===== config.mk =====
export PLATFORM = sky130hd
export DESIGN_NAME = unstripe
export DESIGN_NICKNAME = d
export VERILOG_FILES = /design/src/rtl/unstripe_pkg.sv /design/src/rtl/unstripe_lane_fifo.sv /design/src/rtl/unstripe.sv
export SDC_FILE = /design/constraint.sdc
export NUM_CORES = 1
export LEC_CHECK = 0
export CORE_MARGIN = 2
export CORE_UTILIZATION = 55
export DETAILED_ROUTE_END_ITERATION = 10
export PLACE_DENSITY = 0.77
export SKIP_CTS_REPAIR_TIMING = 1
export SLEW_MARGIN = 15
export SYNTH_ARGS = -nofsm -noshare
export SYNTH_HDL_FRONTEND = slang
export SYNTH_SLANG_ARGS = --single-unit

===== constraint.sdc =====
create_clock -name clk_2f -period 3 [get_ports clk_2f]
set_input_delay 0.9 -clock clk_2f [delete_from_list [all_inputs] [get_ports clk_2f]]
set_output_delay 0.9 -clock clk_2f [all_outputs]
set_load 0.1 [all_outputs]

===== src/rtl/unstripe_pkg.sv =====
// Shared defaults, selector state encoding and pointer-width helper for the unstripe merge stage.
package unstripe_pkg;

  localparam int DATA_WIDTH_DEF = 32;
  localparam int DEPTH_DEF      = 4;

  typedef enum logic {
    EXPECT0 = 1'b0,
    EXPECT1 = 1'b1
  } sel_t;

  function automatic int ptr_width(input int depth);
    return (depth > 1) ? $clog2(depth) : 1;
  endfunction

endpackage


===== src/rtl/unstripe_lane_fifo.sv =====
// Per-lane synchronous FIFO: a pushed word is visible at head one edge later.
// Caller gates push/pop; a push while full is only legal when paired with a pop.
module unstripe_lane_fifo
  import unstripe_pkg::*;
#(
  parameter int WIDTH = DATA_WIDTH_DEF,
  parameter int DEPTH = DEPTH_DEF,
  localparam int AW   = ptr_width(DEPTH),
  localparam int CW   = AW + 1
) (
  input  logic             clk,
  input  logic             reset,
  input  logic             push,
  input  logic             pop,
  input  logic [WIDTH-1:0] din,
  output logic [WIDTH-1:0] head,
  output logic             empty,
  output logic             full,
  output logic [CW-1:0]    count
);

  logic [WIDTH-1:0] mem [DEPTH];
  logic [AW-1:0]    wr_ptr;
  logic [AW-1:0]    rd_ptr;

  assign head  = mem[rd_ptr];
  assign empty = (count == '0);
  assign full  = (count == CW'(DEPTH));

  always_ff @(posedge clk) begin
    if (reset) begin
      wr_ptr <= '0;
      rd_ptr <= '0;
      count  <= '0;
    end else begin
      if (push) begin
        mem[wr_ptr] <= din;
        wr_ptr      <= wr_ptr + 1'b1;
      end
      if (pop) begin
        rd_ptr <= rd_ptr + 1'b1;
      end
      count <= count + CW'(push) - CW'(pop);
    end
  end

endmodule


===== src/rtl/unstripe.sv =====
// Merges lane0/lane1 back into one stream in strict alternating order; one edge minimum latency.
// No upstream backpressure: a word arriving at a full lane FIFO is dropped and flagged sticky.
module unstripe
  import unstripe_pkg::*;
#(
  parameter int DATA_WIDTH = DATA_WIDTH_DEF,
  parameter int DEPTH      = DEPTH_DEF
) (
  input  logic                  clk_2f,
  input  logic                  reset,
  input  logic [DATA_WIDTH-1:0] lane0,
  input  logic                  valid0,
  input  logic [DATA_WIDTH-1:0] lane1,
  input  logic                  valid1,
  output logic [DATA_WIDTH-1:0] dataOut,
  output logic                  validOut,
  output logic                  overflowErr
);

  localparam int CW = ptr_width(DEPTH) + 1;

  sel_t                  sel;
  logic [DATA_WIDTH-1:0] head0, head1;
  logic                  empty0, empty1;
  logic                  full0, full1;
  logic [CW-1:0]         count0, count1;
  logic                  pop0, pop1, push0, push1;
  logic                  drop, realign;

  assign pop0  = (sel == EXPECT0) && !empty0;
  assign pop1  = (sel == EXPECT1) && !empty1;
  // A full FIFO still accepts a word on the edge its head leaves.
  assign push0 = valid0 && (!full0 || pop0);
  assign push1 = valid1 && (!full1 || pop1);
  assign drop  = (valid0 && !push0) || (valid1 && !push1);

  // With no arrivals, both FIFOs end empty iff each count equals its pop.
  assign realign = !valid0 && !valid1 &&
                   (count0 == CW'(pop0)) && (count1 == CW'(pop1));

  unstripe_lane_fifo #(.WIDTH(DATA_WIDTH), .DEPTH(DEPTH)) u_lane_fifo0 (
    .clk   (clk_2f),
    .reset (reset),
    .push  (push0),
    .pop   (pop0),
    .din   (lane0),
    .head  (head0),
    .empty (empty0),
    .full  (full0),
    .count (count0)
  );

  unstripe_lane_fifo #(.WIDTH(DATA_WIDTH), .DEPTH(DEPTH)) u_lane_fifo1 (
    .clk   (clk_2f),
    .reset (reset),
    .push  (push1),
    .pop   (pop1),
    .din   (lane1),
    .head  (head1),
    .empty (empty1),
    .full  (full1),
    .count (count1)
  );

  always_ff @(posedge clk_2f) begin
    if (reset) begin
      sel         <= EXPECT0;
      dataOut     <= '0;
      validOut    <= 1'b0;
      overflowErr <= 1'b0;
    end else begin
      if (pop0 || pop1) begin
        dataOut  <= pop0 ? head0 : head1;
        validOut <= 1'b1;
      end else begin
        validOut <= 1'b0;
      end

      if (realign) begin
        sel <= EXPECT0;
      end else if (pop0 || pop1) begin
        sel <= (sel == EXPECT0) ? EXPECT1 : EXPECT0;
      end

      if (drop) begin
        overflowErr <= 1'b1;
      end
    end
  end

endmodule


==> impl_table.tex <==
\begin{tabular}{lr}
\hline
Metric & Value \\
\hline
\multicolumn{2}{l}{\textbf{Placed design}} \\
\quad Worst setup slack after placement & 0.157 ns \\
\quad Post-place instance area & 13200 µm² \\
\quad Count of buffers inserted at the top-level ports & 101 \\
\quad Routability congestion estimate & 0.860 \\
\quad Total half-perimeter wirelength after legalization and detailed placement & 16700 µm \\
\multicolumn{2}{l}{\textbf{Clock tree}} \\
\quad Clock Latency Late Sink & 0.55 ns \\
\quad Total number of H-tree levels & 1 \\
\quad Clock tree root buffer cell & clkbuf\_16 \\
\quad Clock slew at the register clock pins of the worst setup and hold paths & 0.06 ns \\
\quad Clock tree from TritonCTS & built \\
\quad Number of buffers inserted during clock tree synthesis & 30 \\
\quad Largest buffer count on any clock path & 3 \\
\quad Number of sinks on the clock net & 309 \\
\multicolumn{2}{l}{\textbf{Logic synthesis}} \\
\quad Area of the mapped netlist & 11800 µm² \\
\quad Xor/xnor cell area share of the yosys netlist & 0.00297 \\
\quad Share of flip-flops with an asynchronous set or reset & 0 \\
\quad Multiplexer area fraction after synthesis & 0.127 \\
\quad Count of different cell masters after synthesis & 36 \\
\quad Average footprint of a synthesized cell & 19.5 µm² \\
\quad Area fraction in and, or, nand and nor cells after synthesis & 0.0227 \\
\quad Compound-Gate Fraction of Synth Area & 0.0652 \\
\quad Cell count after synthesis & 606 \\
\quad Syn nets & 688 \\
\quad Sequential cell area fraction in the yosys report & 0.741 \\
\quad Most used standard cells in the synthesized netlist & edfxtp\_1, dfxtp\_1, mux4\_2, a21oi\_1 \\
\quad Synthesized-area fraction occupied by adder cells & 0.0161 \\
\quad Combinational family with the most area after synthesis & multiplexers \\
\quad Area share of the leading cell type in the synthesized netlist & 0.651 \\
\quad Synth top area cells & edfxtp\_1, dfxtp\_1, mux4\_2 \\
\quad Largest area contributor in the synthesized netlist & edfxtp\_1 \\
\quad Most used standard cell by instance count after synthesis & edfxtp\_1 \\
\quad Most used flip-flop cell after synthesis & edfxtp\_1 \\
\quad Count of flip-flops with a built-in enable after synthesis & 256 \\
\quad Register bit count reported by yosys & 309 \\
\quad Total number of yosys warnings & 0 \\
\multicolumn{2}{l}{\textbf{Global route}} \\
\quad Number of global-route vias before repair & 6531 \\
\quad Largest net degree at the start of global routing & 36 \\
\quad Total routing resource utilization after global routing & 0.237 \\
\quad Antenna violations before repair & 0 \\
\quad Global-route wire length before repair & 39200 µm \\
\quad Total gr overflow & 0 \\
\multicolumn{2}{l}{\textbf{Power}} \\
\quad Power density over the cells & 984 nW/µm² \\
\quad Power after layout & 13.9 mW \\
\quad Reported leakage power & 4.61 nW \\
\quad Worst ir drop on vdd & 0.565 mV \\
\multicolumn{2}{l}{\textbf{STA}} \\
\quad Setup total negative slack & 0 ns \\
\quad Hold slack final & 0.491 ns \\
\quad Setup slack after layout & 0.367 ns \\
\quad Headroom to the max-slew limit & 0.350 \\
\quad Number of hold violations in the final report & 0 \\
\quad Clock skew & 0.0177 ns \\
\quad Period utilization & 0.878 \\
\quad Number of pins exceeding their max-slew limit in the final report & 0 \\
\quad Unrepaired setup endpoints after global routing & no \\
\quad Slew at the pin closest to its max-slew limit & 0.974 ns \\
\quad Fmax & 380 MHz \\
\quad Final-report setup violation count & 0 \\
\quad Crit path time final & 2.63 ns \\
\multicolumn{2}{l}{\textbf{Floorplanning}} \\
\quad Chip Height & 151 µm \\
\quad DIE AREA & 22700 µm² \\
\quad Initial standard-cell utilization of the core & 0.562 \\
\quad Core region area & 21000 µm² \\
\quad Count of boundary I/O pins & 102 \\
\quad Row count & 53 \\
\quad Die width & 151 µm \\
\multicolumn{2}{l}{\textbf{Critical path}} \\
\quad CP required & 3.47 ns \\
\quad Crit path capture type & register \\
\quad Critical Path Source Type & register \\
\quad CP max FO & 7 \\
\quad Data arrival time of the worst path & 3.10 ns \\
\quad Setup Crit Path Kind & register to register \\
\multicolumn{2}{l}{\textbf{Layout}} \\
\quad Number of nets in the final layout & 805 \\
\quad Area growth, synth to finish & 19.4\% \\
\quad Post-route cell area & 14100 µm² \\
\quad Layout cells sized above 1 & 0.218 \\
\multicolumn{2}{l}{\textbf{Drt}} \\
\quad Number of remaining DRC errors & 0 \\
\quad Length of the first detailed-routing pass in iterations & 5 \\
\quad Count of antenna-violating nets left after detailed routing & 0 \\
\quad Vias after detailed routing & 6442 \\
\quad DR WL/cell & 25.8 µm \\
\quad Routed wire length & 26400 µm \\
\quad Starting DRC count in detailed routing & 734 \\
\quad Number of vias per cell & 6.30 \\
\multicolumn{2}{l}{\textbf{Min path}} \\
\quad Type of the tightest min-delay check & register to register \\
\multicolumn{2}{l}{\textbf{Outcome}} \\
\quad Status & complete, no violations \\
\multicolumn{2}{l}{\textbf{Job}} \\
\quad Max-cap viol count & 0 \\
\hline
\end{tabular}
-- per-stage QoR --
| stage | cells | util |
|---|---|---|
| after floorplan | 606 | - |
| after global placement | 966 | 0.627 |
| after detailed placement | 966 | 0.627 |
| after CTS | 1022 | 0.671 |
| after global routing | 1022 | 0.671 |
| final | 1023 | 0.671 |
-- metal layers --
metal,up-vias,wire [µm],GRT usage
met3,51,2130,0.0461
met1,3312,11000,0.349
li1,2748,-,-
met5,-,0,0
met4,0,563,0.0547
met2,331,12700,0.373
-- placed cells by master (no fill, tap or decap), types with 3 or more instances in the layout --
cell type	Yosys	layout
o21ai_0	6	6
buf_4	0	48
mux4_2	47	47
ha_1	12	12
clkbuf_16	0	31
or3_1	4	4
a21oi_1	39	39
clkinv_1	0	8
edfxtp_1	256	256
mux4_1	17	17
o211ai_1	29	29
nor2_1	9	9
nor2b_1	3	3
buf_12	0	10
nand2_1	7	7
nor3_1	6	6
and2_2	0	8
a311oi_1	3	3
xnor2_1	3	3
clkdlybuf4s50_1	0	66
clkbuf_1	15	6
clkinv_2	0	7
inv_1	17	17
dfxtp_1	53	50
a32oi_1	29	29
dfxtp_2	0	3
-- layout make-up --
cell class | count | area [µm²]
clock buffer | 39 | 826
antenna | 1 | 2.50
tap | 275 | 344
multi-input combinational | 239 | 2790
sequential | 309 | 8750
inverter | 18 | 67.6
timing repair buffer | 125 | 1230
clock inverter | 17 | 104
fill | 1346 | 6910
-- cells by family (layout without fill, tap and decap cells) --
family / Yosys count / after routing
compound gates: 110 / 110
xor+xnor: 4 / 4
fa+ha+maj: 14 / 14
buf+inv: 58 / 199
flops: 309 / 309
mux: 64 / 64
other cells: 0 / 1
simple gates: 47 / 47
-- report_power, final --
part	total [mW]	internal, mW	switching (mW)
Sequential	5.53	5.11	0.412
Combinational	4.82	1.56	3.26
Clock	3.53	2.01	1.52
Total	13.9	8.69	5.19
-- registers in the layout, summed over array words and instances (netlist names), named ones only --
register / cells
dataOut: 32
u_lane_fifo1.count: 3
u_lane_fifo0.mem: 128
u_lane_fifo1.wr_ptr: 2
sel: 1
u_lane_fifo0.wr_ptr: 2
u_lane_fifo0.count: 3
u_lane_fifo1.mem: 128
validOut: 1
u_lane_fifo1.rd_ptr: 2
overflowErr: 1
u_lane_fifo0.rd_ptr: 2
-- worst max-delay path, stage by stage, from the launching register on --
cell and delay [ns]:
dfxtp_1 0.39, or3_1 0.44, nand2_1 0.21, inv_1 0.09, ha_1 0.29, inv_1 0.08
ha_1 0.15, inv_1 0.05, fa_1 0.38, xor2_1 0.21, nor2_1 0.08, nor3_1 0.18
-- final timing paths --
path                                                        from                               end  slack (ns)  depth (start not counted)
worst min-delay path                    dataOut[20]$_SDFFE_PP0P_          dataOut[20]$_SDFFE_PP0P_        0.49                          2
worst max register to register  u_lane_fifo0.count[1]$_SDFF_PP0_  u_lane_fifo0.count[2]$_SDFF_PP0_        0.37                         11
worst max-delay path            u_lane_fifo0.count[1]$_SDFF_PP0_  u_lane_fifo0.count[2]$_SDFF_PP0_        0.37                         11
worst min register to register          dataOut[20]$_SDFFE_PP0P_          dataOut[20]$_SDFFE_PP0P_        0.49                          2
No activity file was read; power rests on OpenSTA's default activity.
